===== src/rtl/board_write_ctrl.sv =====
`timescale 1ns/1ps
`default_nettype none
// ============================================================================
//  Module   : board_write_ctrl
//  Purpose  : Single-port board memory write controller. Arbitrates two
//             cell-write requesters (round-robin) and runs a whole-board
//             clear sweep, one memory write per cycle.
//  Options  : BOARD_WRITE_CTRL_BOUNDS_CHECK_EN - when defined, requests with
//             x >= X_SIZE or y >= Y_SIZE are acknowledged with err and are
//             not written. When undefined, err is tied low and every request
//             is written unchecked.
//  Revision : 1.0 - initial release
// ============================================================================
module board_write_ctrl #(
    parameter int                    X_SIZE       = 16,
    parameter int                    Y_SIZE       = 16,
    parameter int                    X_ADDR_WIDTH = 4,
    parameter int                    Y_ADDR_WIDTH = 4,
    parameter int                    DATA_WIDTH   = 2,
    parameter logic [DATA_WIDTH-1:0] CLEAR_VALUE  = '0
) (
    input  logic                               clk,
    input  logic                               rst,
    input  logic                               clear_req,
    output logic                               clear_busy,
    output logic                               clear_done,
    input  logic                               req0,
    input  logic [X_ADDR_WIDTH-1:0]            x0,
    input  logic [Y_ADDR_WIDTH-1:0]            y0,
    input  logic [DATA_WIDTH-1:0]              data0,
    input  logic                               req1,
    input  logic [X_ADDR_WIDTH-1:0]            x1,
    input  logic [Y_ADDR_WIDTH-1:0]            y1,
    input  logic [DATA_WIDTH-1:0]              data1,
    output logic                               ack0,
    output logic                               ack1,
    output logic                               err,
    output logic [Y_ADDR_WIDTH+X_ADDR_WIDTH-1:0] mem_addr,
    output logic [DATA_WIDTH-1:0]              mem_write_data,
    output logic                               mem_w_nr
);

    localparam int ADDR_WIDTH = Y_ADDR_WIDTH + X_ADDR_WIDTH;

    // FSM encoding
    localparam logic [1:0] S_IDLE  = 2'd0;
    localparam logic [1:0] S_WRITE = 2'd1;
    localparam logic [1:0] S_CLEAR = 2'd2;

    // Last column / row of the sweep
    localparam logic [X_ADDR_WIDTH-1:0] X_LAST = X_ADDR_WIDTH'(X_SIZE - 1);
    localparam logic [Y_ADDR_WIDTH-1:0] Y_LAST = Y_ADDR_WIDTH'(Y_SIZE - 1);

    // A one-cell board finishes its sweep on the very first write
    localparam logic SINGLE_CELL = (X_SIZE == 1) && (Y_SIZE == 1);

    // ------------------------------------------------------------------
    // State and registered outputs
    // ------------------------------------------------------------------
    logic [1:0]              r_state;
    logic [1:0]              w_state_nx;
    logic                    r_last;       // 1 = requester 1 granted last
    logic [X_ADDR_WIDTH-1:0] r_cx;
    logic [Y_ADDR_WIDTH-1:0] r_cy;
    logic [ADDR_WIDTH-1:0]   r_addr;
    logic [DATA_WIDTH-1:0]   r_wdata;
    logic                    r_w_nr;
    logic                    r_ack0;
    logic                    r_ack1;
    logic                    r_busy;
    logic                    r_done;

    // ------------------------------------------------------------------
    // Combinational helpers
    // ------------------------------------------------------------------
    logic                    w_req_any;
    logic                    w_gnt1;
    logic                    w_grant;
    logic                    w_oob;
    logic [X_ADDR_WIDTH-1:0] w_x;
    logic [Y_ADDR_WIDTH-1:0] w_y;
    logic [DATA_WIDTH-1:0]   w_data;
    logic                    w_sweep_last;
    logic [X_ADDR_WIDTH-1:0] w_nx_cx;
    logic [Y_ADDR_WIDTH-1:0] w_nx_cy;
    logic                    w_nx_last;

    // Round-robin arbitration: on a tie the requester not granted last wins
    always_comb begin
        w_req_any = req0 | req1;
        w_gnt1    = req1 & (~req0 | ~r_last);
        w_x       = w_gnt1 ? x1    : x0;
        w_y       = w_gnt1 ? y1    : y0;
        w_data    = w_gnt1 ? data1 : data0;
        // A request is granted only in IDLE and only when no clear is asked
        w_grant   = (r_state == S_IDLE) && !clear_req && w_req_any;
    end

    // Sweep position arithmetic: x runs fastest, wraps into the next row
    always_comb begin
        w_sweep_last = (r_cx == X_LAST) && (r_cy == Y_LAST);
        if (r_cx == X_LAST) begin
            w_nx_cx = '0;
            w_nx_cy = r_cy + 1'b1;
        end else begin
            w_nx_cx = r_cx + 1'b1;
            w_nx_cy = r_cy;
        end
        w_nx_last = (w_nx_cx == X_LAST) && (w_nx_cy == Y_LAST);
    end

    // Next-state selection; clear_req outranks both requesters in IDLE
    always_comb begin
        w_state_nx = S_IDLE;
        case (r_state)
            S_IDLE: begin
                if (clear_req) begin
                    w_state_nx = S_CLEAR;
                end else if (w_req_any) begin
                    w_state_nx = S_WRITE;
                end else begin
                    w_state_nx = S_IDLE;
                end
            end
            S_WRITE: begin
                w_state_nx = S_IDLE;
            end
            S_CLEAR: begin
                w_state_nx = w_sweep_last ? S_IDLE : S_CLEAR;
            end
            default: begin
                w_state_nx = S_IDLE;
            end
        endcase
    end

    // State register
    always_ff @(posedge clk) begin
        if (rst) begin
            r_state <= S_IDLE;
        end else begin
            r_state <= w_state_nx;
        end
    end

    // Last-granted pointer; moves only when a request is granted
    always_ff @(posedge clk) begin
        if (rst) begin
            r_last <= 1'b1;
        end else if (w_grant) begin
            r_last <= w_gnt1;
        end
    end

    // Sweep counters track the cell currently presented on mem_addr
    always_ff @(posedge clk) begin
        if (rst) begin
            r_cx <= '0;
            r_cy <= '0;
        end else if (r_state == S_IDLE && clear_req) begin
            r_cx <= '0;
            r_cy <= '0;
        end else if (r_state == S_CLEAR && !w_sweep_last) begin
            r_cx <= w_nx_cx;
            r_cy <= w_nx_cy;
        end
    end

    // Memory port and handshake outputs; address/data hold when not writing
    always_ff @(posedge clk) begin
        if (rst) begin
            r_addr  <= '0;
            r_wdata <= '0;
            r_w_nr  <= 1'b0;
            r_ack0  <= 1'b0;
            r_ack1  <= 1'b0;
            r_busy  <= 1'b0;
            r_done  <= 1'b0;
        end else begin
            r_w_nr <= 1'b0;
            r_ack0 <= 1'b0;
            r_ack1 <= 1'b0;
            r_done <= 1'b0;
            case (r_state)
                S_IDLE: begin
                    if (clear_req) begin
                        r_w_nr  <= 1'b1;
                        r_addr  <= '0;
                        r_wdata <= CLEAR_VALUE;
                        r_busy  <= 1'b1;
                        r_done  <= SINGLE_CELL;
                    end else if (w_req_any) begin
                        r_ack0 <= ~w_gnt1;
                        r_ack1 <= w_gnt1;
                        if (!w_oob) begin
                            r_w_nr  <= 1'b1;
                            r_addr  <= {w_y, w_x};
                            r_wdata <= w_data;
                        end
                    end
                end
                S_CLEAR: begin
                    if (w_sweep_last) begin
                        r_busy <= 1'b0;
                    end else begin
                        r_w_nr  <= 1'b1;
                        r_addr  <= {w_nx_cy, w_nx_cx};
                        r_wdata <= CLEAR_VALUE;
                        r_done  <= w_nx_last;
                    end
                end
                default: begin
                    r_busy <= 1'b0;
                end
            endcase
        end
    end

`ifdef BOARD_WRITE_CTRL_BOUNDS_CHECK_EN
    // Limits are one bit wider so a full-range size still compares correctly
    localparam logic [X_ADDR_WIDTH:0] X_LIMIT = (X_ADDR_WIDTH + 1)'(X_SIZE);
    localparam logic [Y_ADDR_WIDTH:0] Y_LIMIT = (Y_ADDR_WIDTH + 1)'(Y_SIZE);

    logic r_err;

    assign w_oob = ({1'b0, w_x} >= X_LIMIT) || ({1'b0, w_y} >= Y_LIMIT);

    // Reject flag accompanies the ack of an out-of-range request
    always_ff @(posedge clk) begin
        if (rst) begin
            r_err <= 1'b0;
        end else begin
            r_err <= w_grant && w_oob;
        end
    end

    assign err = r_err;
`else
    assign w_oob = 1'b0;
    assign err   = 1'b0;
`endif

    assign mem_addr       = r_addr;
    assign mem_write_data = r_wdata;
    assign mem_w_nr       = r_w_nr;
    assign ack0           = r_ack0;
    assign ack1           = r_ack1;
    assign clear_busy     = r_busy;
    assign clear_done     = r_done;

endmodule
`default_nettype wire

===== config.mk =====
export PLATFORM = sky130hd
export DESIGN_NAME = board_write_ctrl
export DESIGN_NICKNAME = d
export VERILOG_FILES = /design/src/rtl/board_write_ctrl.sv
export SDC_FILE = /design/constraint.sdc
export NUM_CORES = 1
export LEC_CHECK = 0
export BUFFER_PORTS_ARGS = -buffer_cell sky130_fd_sc_hd__buf_2
export CAP_MARGIN = 20
export CORE_MARGIN = 5
export CORE_UTILIZATION = 33
export CTS_BUF_LIST = sky130_fd_sc_hd__clkbuf_2
export DETAILED_ROUTE_END_ITERATION = 16
export HOLD_SLACK_MARGIN = 0.03
export SYNTH_ARGS = -nofsm -noshare
export SYNTH_HDL_FRONTEND = slang
export SYNTH_SLANG_ARGS = --single-unit

===== constraint.sdc =====
create_clock -name clk -period 3.5 [get_ports clk]
set_clock_uncertainty 0.2 [all_clocks]
set_input_delay 0 -clock clk [delete_from_list [all_inputs] [get_ports clk]]
set_output_delay 0 -clock clk [all_outputs]
set_load 0.03 [all_outputs]

# After elaboration in Yosys (flattened, before gate mapping)
# Cells that the tools add are included.
classes:
  n_reduce_logical: 15
  n_bitwise: 9
  mux: 24
  n_addsub: 2
  eq_ne: 9
op_table:
  columns: ["operator", "count"]
  rows:
  - ["2-to-1 mux 8 bit", 3]
  - ["== test 4 bit, second input constant", 4]
  - ["2-to-1 mux 4 bit", 4]
  - ["one-hot mux 8 bit (2 select lines)", 1]
  - ["2-to-1 mux 2 bit", 6]
  - ["adder 4 x 1 -> 4 bit, second input constant", 2]
  - ["one-hot mux 2 bit (2 select lines)", 2]
  - ["logical AND 1 bit", 6]
  - ["2-to-1 mux 1 bit", 6]
  - ["!= test 2 bit, second input constant", 3]
  - ["NOT 1 bit", 6]
  - ["one-hot mux 1 bit (2 select lines)", 2]
  - ["OR reduction 4 bit", 1]
  - ["!= test 3 bit, second input constant", 1]
  - ["AND reduction 3 bit", 1]
  - ["OR reduction 3 bit", 1]
  - ["== test 2 bit, second input constant", 1]
  - ["zero test 1 bit", 2]
  - ["zero test 2 bit", 1]
  - ["bitwise OR 1 bit", 2]
  - ["AND reduction 2 bit", 1]
  - ["nonzero test 2 bit", 1]
  - ["OR reduction 2 bit", 1]
  - ["bitwise AND 1 bit", 1]
totals:
  out_inout_bits: 16
  wordCells: 70
  register_bits: 26

# Depth between registers and ports, before layout
logic_depth:
  depth_word: 7
  depth_mapped: 6
  ltp_nobuf: 5

# Worst setup path after synthesis
# Ideal clock, no wire load.
synth_timing:
  kind: "flip-flop to flip-flop"
  from: "reg r_cx[0]"
  to: "reg r_addr[6] (netlist: mem_addr[6])"
  n_path_buf: 0
  stages_incl_launch_ff: 6
  t_arrival_ns: 1.508
  setup_slack_ns: 1.659
  required_time_ns: 3.167
  setup_ns: 0.133
  period_less_slack_ns: 1.841
  cell_sequence: "dfxtp_1 -> ha_1 -> and4_4 -> a311o_2 -> a221oi_1 -> nor3_1"
synth_between:
  elab_chain_len: 4
  elab_cells_between_ends: 7
synth_lines:
  columns: ["element", "line_no", "source"]
  rows:
  - ["start: declaration", "63", "logic [X_ADDR_WIDTH-1:0] r_cx;"]
  - ["start signal: assignment", "164", "r_cx <= w_nx_cx;"]
  - ["== test 4 bit (*)", "101, 102", null]
  - ["2-to-1 mux 4 bit or logical AND 1 bit (tied branches)", "102, 101", null]
  - ["2-to-1 mux 8 bit or != test 2 bit (tied branches)", null, null]
  - ["one-hot mux 8 bit (2 select lines) or AND reduction 3 bit (tied branches)", null, null]
  - ["end signal: assignment", "197", "r_addr <= {w_y, w_x};"]
  - ["end signal: assignment", "207", "r_addr <= {w_nx_cy, w_nx_cx};"]
  - ["end: declaration", "65", "logic [ADDR_WIDTH-1:0] r_addr;"]
# Every way passes the cells marked *; elsewhere a longest branch is shown, timed or not. The select of a mux whose other input is x is not followed.
# A chain may end at the register's enable or synchronous reset.

# Worst setup path in the final report
layout_timing:
  from: "reg r_cx[0]"
  to: "reg r_addr[7] (netlist: mem_addr[7])"
# The elaborated chain is that of the path after synthesis.

==> parameters.txt <==
Parameter                              Value

Timing
  Hold violation count in the final report    0
  Worst slew slack as a fraction of its limit    43.3%
  Setup violators final    0
  Shortest period the worst path allows    2.87 ns
  Actual slew at the worst max-slew pin    0.850 ns
  Final Slew Violations    0
  Timing-limited maximum frequency    349 MHz
  Final worst-path cycle share    81.9%
  Total negative setup slack    0 ns
  Unrepaired setup endpoints after global routing    no

Setup path
  Kind of end point of the critical path    flip-flop
  Data arrival, critical path    2.98 ns
  Largest fanout on the critical path    13
  Critical setup path kind    flip-flop to flip-flop
  Startpoint types    flip-flop
  Required time at the worst-slack endpoint    3.61 ns

Clock tree
  H-Tree Depth    1
  Clock insertion delay at the later pin of the skew report    0.37 ns
  Total number of clock tree sinks    26
  Clk root buf    sky130_fd_sc_hd__clkbuf_2
  Number of buffers inserted during clock tree synthesis    3
  TritonCTS clock tree    done
  Clock transition at the register clock pins on the worst setup and hold paths after CTS    0.27 ns
  Maximum clock path buffer count    2
  Post-cts sizing count    0
  Post-CTS Repair Setup Buffers    0
  Total of hold buffers inserted after clock tree synthesis    25

Floorplanning
  Effective utilization at floorplan    34.3%
  Die footprint    0.00559 mm2
  Die boundary width    74.8 um
  Std-Cell Rows    23
  Core area    0.00403 mm2
  Die height    74.8 um
  I/O pin total    41

Synth
  Most used DFF post-synth    sky130_fd_sc_hd__dfxtp_1
  Mux cell area share after synthesis    9.67%
  Xor and xnor fraction of the mapped netlist area    3.80%
  Synthesis Warnings    0
  Leading cell types by total area after synthesis    sky130_fd_sc_hd__dfxtp_1, sky130_fd_sc_hd__mux2_2, sky130_fd_sc_hd__nor2_1
  Largest family of logic cells by synthesized area    simple AND/OR/NAND/NOR gates
  Nets in the synthesized netlist    179
  Post-synthesis cell type count    44
  Gate Count Post-Synth    151
  Portion of synthesized cell area occupied by the leading cell type    37.6%
  Post-synthesis adder-cell area fraction    2.71%
  Async set or reset register ratio after synthesis    0%
  Synthesized cell area    0.00138 mm2
  Total of flip-flops plus latches after synthesis    26
  Simple-Gate Fraction of Synth Area    21.9%
  Synthesized-area fraction occupied by ao, oa, aoi and oai cells    19.0%
  Proportion of synthesized chip area in sequential cells    37.6%
  Average size of a mapped cell    9.16 um2
  Cell type with the highest aggregate area in the netlist    sky130_fd_sc_hd__dfxtp_1
  Number of flops mapped to enable cells by yosys    0

Layout
  Post-layout instance area    0.00189 mm2
  Layout-stage area growth over the synthesis result    36.3%
  Layout cell share with drive strength beyond 1    29.7%
  Net count of the finished layout    241
  Antenna diodes    0
  Non-filler cells, final    262
  Core occupancy in the finished layout    46.8%

Global route
  GRT Total Usage    13.5%
  Initial antenna violation count    0
  Via count of the first global-routing pass    1,273
  Largest net degree at the start of global routing    16
  Total global routing overflow    0
  Wire length of the first global-routing pass    5840 um

Detailed routing
  Number of iterations in the first detailed-routing pass    4
  DRC viols    0
  Routed vias/inst    5.02
  Count of routing violations after the opening detailed-route iteration    41
  Detailed Route WL    3520 um
  Total number of vias    1,315
  Wire length per cell    13.4 um
  Post-DRT Antenna Nets    0

Pwr
  Pwr per Cell Area    358 mW/mm2
  Peak VDD IR    0.151 mV
  Leakage power of the design    0.802 nW
  Total power    0.675 mW

Outcome
  Run status    finished clean

Place
  Placed Cells incl. Taps    233
  Count of input and output buffers    39
  Detailed placer's ending HPWL    2510 um
  Instance area at placement    0.00159 mm2
  Final weighted congestion in routability-driven placement    0.816

Hold path
  Min-delay worst type    flip-flop to flip-flop

Run
  Number of max-capacitance violations reported    0
## cells by family after synthesis
family | Yosys count
simple gates | 58
compound gates | 34
flops | 26
mux | 12
buf+inv | 11
xor+xnor | 6
fa+ha+maj | 3
other cells | 1
## power by group
group | leakage (nW) | switching, mW | internal (mW) | total [mW]
Clock | 0.0266 | 0.0926 | 0.0984 | 0.191
Sequential | 0.213 | 0.0128 | 0.313 | 0.326
Combinational | 0.562 | 0.0831 | 0.0748 | 0.158
Total | 0.802 | 0.188 | 0.486 | 0.675
## worst max-delay path, stage by stage (launching register included)
cell and delay (ns):
sky130_fd_sc_hd__dfxtp_1 0.42, sky130_fd_sc_hd__ha_1 0.30, sky130_fd_sc_hd__and4_4 0.23, sky130_fd_sc_hd__a311oi_2 0.74
sky130_fd_sc_hd__o211a_1 0.27, sky130_fd_sc_hd__a211oi_2 0.07, sky130_fd_sc_hd__dlygate4sd3_1 0.57
## routing by layer
metal / up-vias / track usage, % / wire, um
met5: - / 0 / 0
met4: 0 / 5.14 / 42
met3: 4 / 3.07 / 192
met2: 41 / 21.3 / 1740
met1: 602 / 18.0 / 1550
li1: 668 / - / -
## cells in the final DEF (no fill, tap or decap), types with 4 or more instances in the layout
cell	instances
sky130_fd_sc_hd__a211oi_1	7
sky130_fd_sc_hd__dfxtp_1	26
sky130_fd_sc_hd__mux2_2	11
sky130_fd_sc_hd__dlygate4sd3_1	25
sky130_fd_sc_hd__nor2_1	21
sky130_fd_sc_hd__nor3_1	7
sky130_fd_sc_hd__buf_2	39
sky130_fd_sc_hd__nand3_1	4
sky130_fd_sc_hd__xnor2_1	4
sky130_fd_sc_hd__a21oi_1	8
sky130_fd_sc_hd__nand2_1	9
## Yosys cell counts (3+ instances only)
library cell	number
sky130_fd_sc_hd__nor2_1	21
sky130_fd_sc_hd__ha_1	3
sky130_fd_sc_hd__mux2_2	11
sky130_fd_sc_hd__buf_4	3
sky130_fd_sc_hd__inv_1	3
sky130_fd_sc_hd__nor3_1	7
sky130_fd_sc_hd__a211oi_1	7
sky130_fd_sc_hd__a22oi_1	3
sky130_fd_sc_hd__nand2_1	9
sky130_fd_sc_hd__a21oi_1	8
sky130_fd_sc_hd__dfxtp_1	26
sky130_fd_sc_hd__nand3_1	4
sky130_fd_sc_hd__o211ai_1	3
sky130_fd_sc_hd__xnor2_1	4
## flip-flops by register name (all words and copies together) (netlist names), 2 cells and up
name and flops:
mem_addr 8, mem_write_data 2, r_cx 4, r_cy 4
r_state 2
## worst paths after layout
kind / from / slack (ns) / to / cells past startpoint
setup / recovery: r_cx[0] / 0.63 / mem_addr[7] / 6
hold / removal: mem_write_data[1] / 0.27 / mem_write_data[1] / 2
setup reg to reg: r_cx[0] / 0.63 / mem_addr[7] / 6
hold reg to reg: mem_write_data[1] / 0.27 / mem_write_data[1] / 2
## final cells by class
class                   count  area [um2]
fillers                   403        2140
multi-input cells         114         793
flip-flops and latches     26         520
repair buffers             65         453
well taps                  50        62.6
clock inverters             1        30.0
clock buffers               3        15.0
inverters                   3        11.3
## stage by stage
step / setup WS [ns] / hold slack, ns
final: 0.634 / 0.272
after global routing: 0.412 / 0.277
after CTS: 0.639 / 0.274
after detailed placement: 1.21 / 0.115
after global placement: 1.23 / 0.115
after floorplan: 1.66 / -0.121
Note: power is estimated with default switching activity, not from simulation.
